<file path="src/rtl/btn_debounce_multi_pkg.sv">
// btn_debounce_multi_pkg: long-press state encoding and 100 MHz default timings for the button conditioner
package btn_debounce_multi_pkg;

    typedef enum logic [1:0] {
        IDLE = 2'd0,
        HELD = 2'd1,
        LONG = 2'd2
    } state_t;

    localparam int DEBOUNCE_CYC_DEF = 500000;
    localparam int DB_W_DEF         = 20;
    localparam int LONG_CYC_DEF     = 50000000;
    localparam int LONG_W_DEF       = 26;

endpackage

</file>
<file path="src/rtl/btn_debounce_ch.sv">
// btn_debounce_ch: one button channel with synchroniser, debounce, edge pulses and long-press detection
module btn_debounce_ch
    import btn_debounce_multi_pkg::*;
#(
    parameter int ACTIVE_LOW   = 1,
    parameter int DEBOUNCE_CYC = DEBOUNCE_CYC_DEF,
    parameter int DB_W         = DB_W_DEF,
    parameter int LONG_CYC     = LONG_CYC_DEF,
    parameter int LONG_W       = LONG_W_DEF,
    parameter int REPEAT_EN    = 0
) (
    input  logic clk,
    input  logic rst_n,
    input  logic i_btn,
    output logic o_level,
    output logic o_press,
    output logic o_release,
    output logic o_long
);

    localparam logic POL = (ACTIVE_LOW != 0);

    logic              sync1, sync2, s, toggle, rise, fall, long_nx;
    logic [DB_W-1:0]   db_cnt;
    logic [LONG_W-1:0] hold_cnt, hold_nx;
    state_t            state, state_nx;

    assign s      = sync2 ^ POL;
    assign toggle = (s != o_level) && (db_cnt == DB_W'(DEBOUNCE_CYC - 1));
    assign rise   = toggle & ~o_level;
    assign fall   = toggle & o_level;

    always_ff @(posedge clk) begin
        if (!rst_n) begin
            sync1     <= POL;
            sync2     <= POL;
            db_cnt    <= '0;
            o_level   <= 1'b0;
            o_press   <= 1'b0;
            o_release <= 1'b0;
            o_long    <= 1'b0;
            state     <= IDLE;
            hold_cnt  <= '0;
        end else begin
            sync1     <= i_btn;
            sync2     <= sync1;
            db_cnt    <= (s != o_level && !toggle) ? db_cnt + 1'b1 : '0;
            o_level   <= o_level ^ toggle;
            o_press   <= rise;
            o_release <= fall;
            o_long    <= long_nx;
            state     <= state_nx;
            hold_cnt  <= hold_nx;
        end
    end

    // a release always wins, so o_long can never coincide with the fall
    always_comb begin
        state_nx = state;
        hold_nx  = hold_cnt;
        long_nx  = 1'b0;
        case (state)
            IDLE: begin
                state_nx = rise ? HELD : IDLE;
                hold_nx  = '0;
            end
            HELD: begin
                if (fall) begin
                    state_nx = IDLE;
                    hold_nx  = '0;
                end else if (hold_cnt == LONG_W'(LONG_CYC - 1)) begin
                    long_nx  = 1'b1;
                    hold_nx  = '0;
                    state_nx = (REPEAT_EN != 0) ? HELD : LONG;
                end else begin
                    hold_nx = hold_cnt + 1'b1;
                end
            end
            LONG: begin
                state_nx = fall ? IDLE : LONG;
                hold_nx  = '0;
            end
            default: begin
                state_nx = IDLE;
                hold_nx  = '0;
            end
        endcase
    end

endmodule

</file>
<file path="src/rtl/btn_debounce_multi.sv">
// btn_debounce_multi: N independent button channels conditioned in parallel
module btn_debounce_multi
    import btn_debounce_multi_pkg::*;
#(
    parameter int N_CH         = 3,
    parameter int ACTIVE_LOW   = 1,
    parameter int DEBOUNCE_CYC = DEBOUNCE_CYC_DEF,
    parameter int DB_W         = DB_W_DEF,
    parameter int LONG_CYC     = LONG_CYC_DEF,
    parameter int LONG_W       = LONG_W_DEF,
    parameter int REPEAT_EN    = 0
) (
    input  logic            clk,
    input  logic            rst_n,
    input  logic [N_CH-1:0] i_btn,
    output logic [N_CH-1:0] o_level,
    output logic [N_CH-1:0] o_press,
    output logic [N_CH-1:0] o_release,
    output logic [N_CH-1:0] o_long
);

    for (genvar g = 0; g < N_CH; g++) begin : g_ch
        btn_debounce_ch #(
            .ACTIVE_LOW  (ACTIVE_LOW),
            .DEBOUNCE_CYC(DEBOUNCE_CYC),
            .DB_W        (DB_W),
            .LONG_CYC    (LONG_CYC),
            .LONG_W      (LONG_W),
            .REPEAT_EN   (REPEAT_EN)
        ) u_ch (
            .clk      (clk),
            .rst_n    (rst_n),
            .i_btn    (i_btn[g]),
            .o_level  (o_level[g]),
            .o_press  (o_press[g]),
            .o_release(o_release[g]),
            .o_long   (o_long[g])
        );
    end

endmodule

</file>
<file path="config.mk">
export PLATFORM = sky130hd
export DESIGN_NAME = btn_debounce_multi
export DESIGN_NICKNAME = d
export VERILOG_FILES = /design/src/rtl/btn_debounce_multi_pkg.sv /design/src/rtl/btn_debounce_ch.sv /design/src/rtl/btn_debounce_multi.sv
export SDC_FILE = /design/constraint.sdc
export NUM_CORES = 1
export LEC_CHECK = 0
export BUFFER_PORTS_ARGS = -buffer_cell sky130_fd_sc_hd__buf_4
export CAP_MARGIN = 20
export CELL_PAD_IN_SITES_DETAIL_PLACEMENT = 0
export CELL_PAD_IN_SITES_GLOBAL_PLACEMENT = 2
export CORE_ASPECT_RATIO = 0.6
export CORE_MARGIN = 2
export CORE_UTILIZATION = 39
export CTS_CLUSTER_DIAMETER = 40
export DETAILED_ROUTE_END_ITERATION = 7
export GPL_ROUTABILITY_DRIVEN = 0
export PLACE_DENSITY = 0.82
export SLEW_MARGIN = 20
export SYNTH_ARGS = -nofsm -noshare
export SYNTH_HDL_FRONTEND = slang
export SYNTH_HIERARCHICAL = 1
export SYNTH_SLANG_ARGS = --single-unit
</file>
<file path="constraint.sdc">
create_clock -name clk -period 2.3 [get_ports clk]
set_input_delay 0 -clock clk [delete_from_list [all_inputs] [get_ports clk]]
set_output_delay 0 -clock clk [all_outputs]
set_load 0.01 [all_outputs]
</file>
==> impl_metrics.yaml <==
status:
  status: "complete, no violations"
routing:
  wl_per_cell_um: 13.7
  drc: 0
  vias: 6158
  initialDrtViolationCount: 442
  route.final.wire_length_um: 15900
  viasPerCell: 5.28
  dr.pass1.iters: 6
  antenna_left: 0
setup_path:
  worstSetupEndpointType: "register"
  path_buf_inv: 1
  rr_endpoint: "g_ch[1].u_ch/hold_cnt[9]$_SDFF_PP0_"
  cp-start-kind: "register"
  crit_fanout: 12
  crit_slowest_cell: "dfxtp_1"
  r2r_slack_ns: 0.14
  arrival_ns: 2.46
  r2r_start: "g_ch[1].u_ch/db_cnt[10]$_SDFF_PN0_"
  worst-setup-path-type: "reg -> reg"
  cp_data_required_time_ns: 2.61
  cp_cell_sequence: "nor4b_2 > nand3_1 > nor4_2 > and2_1 > ha_2 > nor2b_1 > nand2_1 > a21o_4 > clkbuf_16 > nor2_1"
  cp.depth: 10
  crit_family: "simple AND/OR/NAND/NOR gates"
  r2r_cells: 10
  cpPeakStageDelay_ns: 0.35
  crit_path_start: "g_ch[1].u_ch/db_cnt[10]$_SDFF_PN0_"
cells_and_area:
  num_antenna_cells: 0
  final_cells: 1167
  n_fill_cell: 1820
  layout_common_cells: "162 x dfxtp_1, 99 x nor2_1, 57 x nand2_1"
  area_delta_synth_final_pct: 18.2
  final_nets: 937
  layout_commonest_cell: "dfxtp_1"
  final_area_um2: 8870
  drive_above_1_share_pct: 12.1
  finalCoreUtilization_pct: 46.9
hold_path:
  holdPathEnd: "g_ch[2].u_ch/sync2$_SDFF_PN1_"
  min_from: "g_ch[2].u_ch/sync1$_SDFF_PN1_"
  hold_depth: 1
  hp-class: "reg -> reg"
clock_tree:
  cts-root-buf: "clkbuf_16"
  path_clk_slew_ns: 0.06
  clock_sink_count: 162
  h-tree-depth: 4
  clockBufferDepth: 2
  cts_tree: "built"
  cts_buffers: 17
  worstSkewPairLatency_ns: 0.42
grt:
  grt_busiest_layer: "met1"
  grt-ovfl-total: 0
  grt_pass1_vias: 5520
  grt_use_met1_pct: 23.3
  grt_pass1_wl_um: 26500
  use_met3_pct: 3.60
  antenna_found_initial: 0
  met2_usage_pct: 22.6
  grt_util_all_layers_pct: 15.8
  grt_max_degree: 26
yosys:
  synth_ff_type: "dfxtp_1"
  synth_warnings: 6
  synth_seq_cells: 162
  synthCells: 855
  syn_nets: 881
  yosysSeqAreaShare_pct: 43.2
  synth_edf_count: 0
  syn-cell-area_um2: 7510
  async_flop_share_pct: 0
  syn_avg_cell_area_um2: 8.78
  synthDistinctLibCells: 39
timing:
  fin_crit_ns: 2.16
  fin_crit_sh_pct: 93.8
  slew_headroom_pct: 52.2
  finalSetupViolations: 0
  hold_viol_final: 0
  finalMaxSlewViolations: 0
  tightest_slew_ns: 0.712
  setup_tns_ns: 0
  clock.fmax_ghz: 0.463
  fin_skew_ns: 0.00771
floorplanning:
  core_area_um2: 18900
  start_util_pct: 39.7
  die_h_um: 111
  dieArea_um2: 20400
  io_pins: 17
  num_rows: 39
  die_w_um: 183
place:
  dpl.cell_count: 1127
  dp_hpwl_um: 11000
  dpl_cell_area_um2: 8120
  io_buffers: 16
run:
  drv_cap: 0
power_and_ir_drop:
  p_leak_nw: 2.74
  irDropWorstVdd_v: 0.000535
  cellPowerDensity_nw_per_um2: 635
metrics by stage:
step	worst slack [ns]	total power (W)	hold WS (ns)
after detailed placement	0.105	0.00291	0.188
after global placement	0.0757	0.00291	0.189
after floorplan	0.234	0.00290	0.0730
final	0.142	0.00563	0.405
after CTS	0.0762	0.00572	0.410
after global routing	-0.000475	0.00584	0.449
timing repair:
action | CTS | global route
resized for setup | 0 | 9
endpoints found under the setup margin | 0 | 75
buffers inserted | 0 | 2
hold buffers | 7 | 0
endpoints found under the hold margin | 13 | 0
power by group:
group	switching [W]	total, W	leakage, nW	internal, W
sequential	0.00000318	0.00282	1.31	0.00281
combinational	0.0000223	0.0000439	1.15	0.0000217
clock	0.00108	0.00277	0.285	0.00169
flip-flops by register name, indices dropped and copies added (netlist names):
| name | flops |
|---|---|
| g_ch.u_ch/sync1 | 3 |
| g_ch.u_ch/o_release | 3 |
| g_ch.u_ch/state | 6 |
| g_ch.u_ch/o_level | 3 |
| g_ch.u_ch/hold_cnt | 78 |
| g_ch.u_ch/o_press | 3 |
| g_ch.u_ch/db_cnt | 60 |
| g_ch.u_ch/o_long | 3 |
| g_ch.u_ch/sync2 | 3 |
cells by family after synthesis:
kind of cell / Yosys count / synth area share [%]
xor+xnor: 78 / 9.10
flops: 162 / 43.2
mux: 6 / 0.800
fa+ha+maj: 21 / 3.50
simple gates: 414 / 31.1
buf+inv: 60 / 3.25
compound gates: 114 / 9.10
worst reg2reg max path: stages (launching register included):
cell,delay (ns)
dfxtp_1,0.35
nor4b_2,0.33
nand3_1,0.15
nor4_2,0.29
and2_1,0.19
ha_2,0.19
nor2b_1,0.06
nand2_1,0.13
a21o_4,0.14
clkbuf_16,0.16
nor2_1,0.06
cell usage after synthesis, drive strengths merged, types with 15 or more instances:
cell | n | share of area [%]
nand2 | 57 | 2.9
xor2 | 30 | 3.5
nor4 | 33 | 3.2
o21ai | 24 | 1.6
a21oi | 54 | 3.8
inv | 36 | 1.8
buf | 15 | 1.0
nand4 | 39 | 3.8
nand3 | 48 | 3.2
dfxtp | 162 | 43
ha | 21 | 3.5
or3 | 30 | 2.5
o31ai | 18 | 1.8
xnor2 | 48 | 5.6
or4 | 21 | 2.2
nor2 | 99 | 5.0
and2 | 15 | 1.3
area by class of cell:
type,instances,area [um^2],share of cell area (%)
Clock buffer,23,488,5.50
Clock inverter,6,80.1,0.902
Inverter,36,135,1.52
Multi-Input combinational cell,633,4070,45.9
Sequential cell,162,3240,36.5
Tap cell,246,308,3.47
Timing Repair Buffer,61,548,6.18
how the worst max path moves through the flow:
stage	end	slack [ns]
3_3_place_gp	g_ch[1].u_ch/hold_cnt[23]$_SDFF_PP0_	0.08
6_report	g_ch[1].u_ch/hold_cnt[9]$_SDFF_PP0_	0.14
2_1_floorplan	g_ch[0].u_ch/hold_cnt[23]$_SDFF_PP0_	0.23
3_5_place_dp	g_ch[1].u_ch/hold_cnt[23]$_SDFF_PP0_	0.10
4_1_cts	g_ch[1].u_ch/hold_cnt[5]$_SDFF_PP0_	0.08
5_1_grt	g_ch[1].u_ch/hold_cnt[20]$_SDFF_PP0_	-0.0005
per-layer routing:
metal  vias to the layer above  part of all wire (%)
met5                         -                     0
met4                         0                  0.89
met3                        12                   3.5
met2                        86                    42
met1                      2892                    53
li1                       3168                     -
Note: power is estimated with default switching activity, not from simulation.
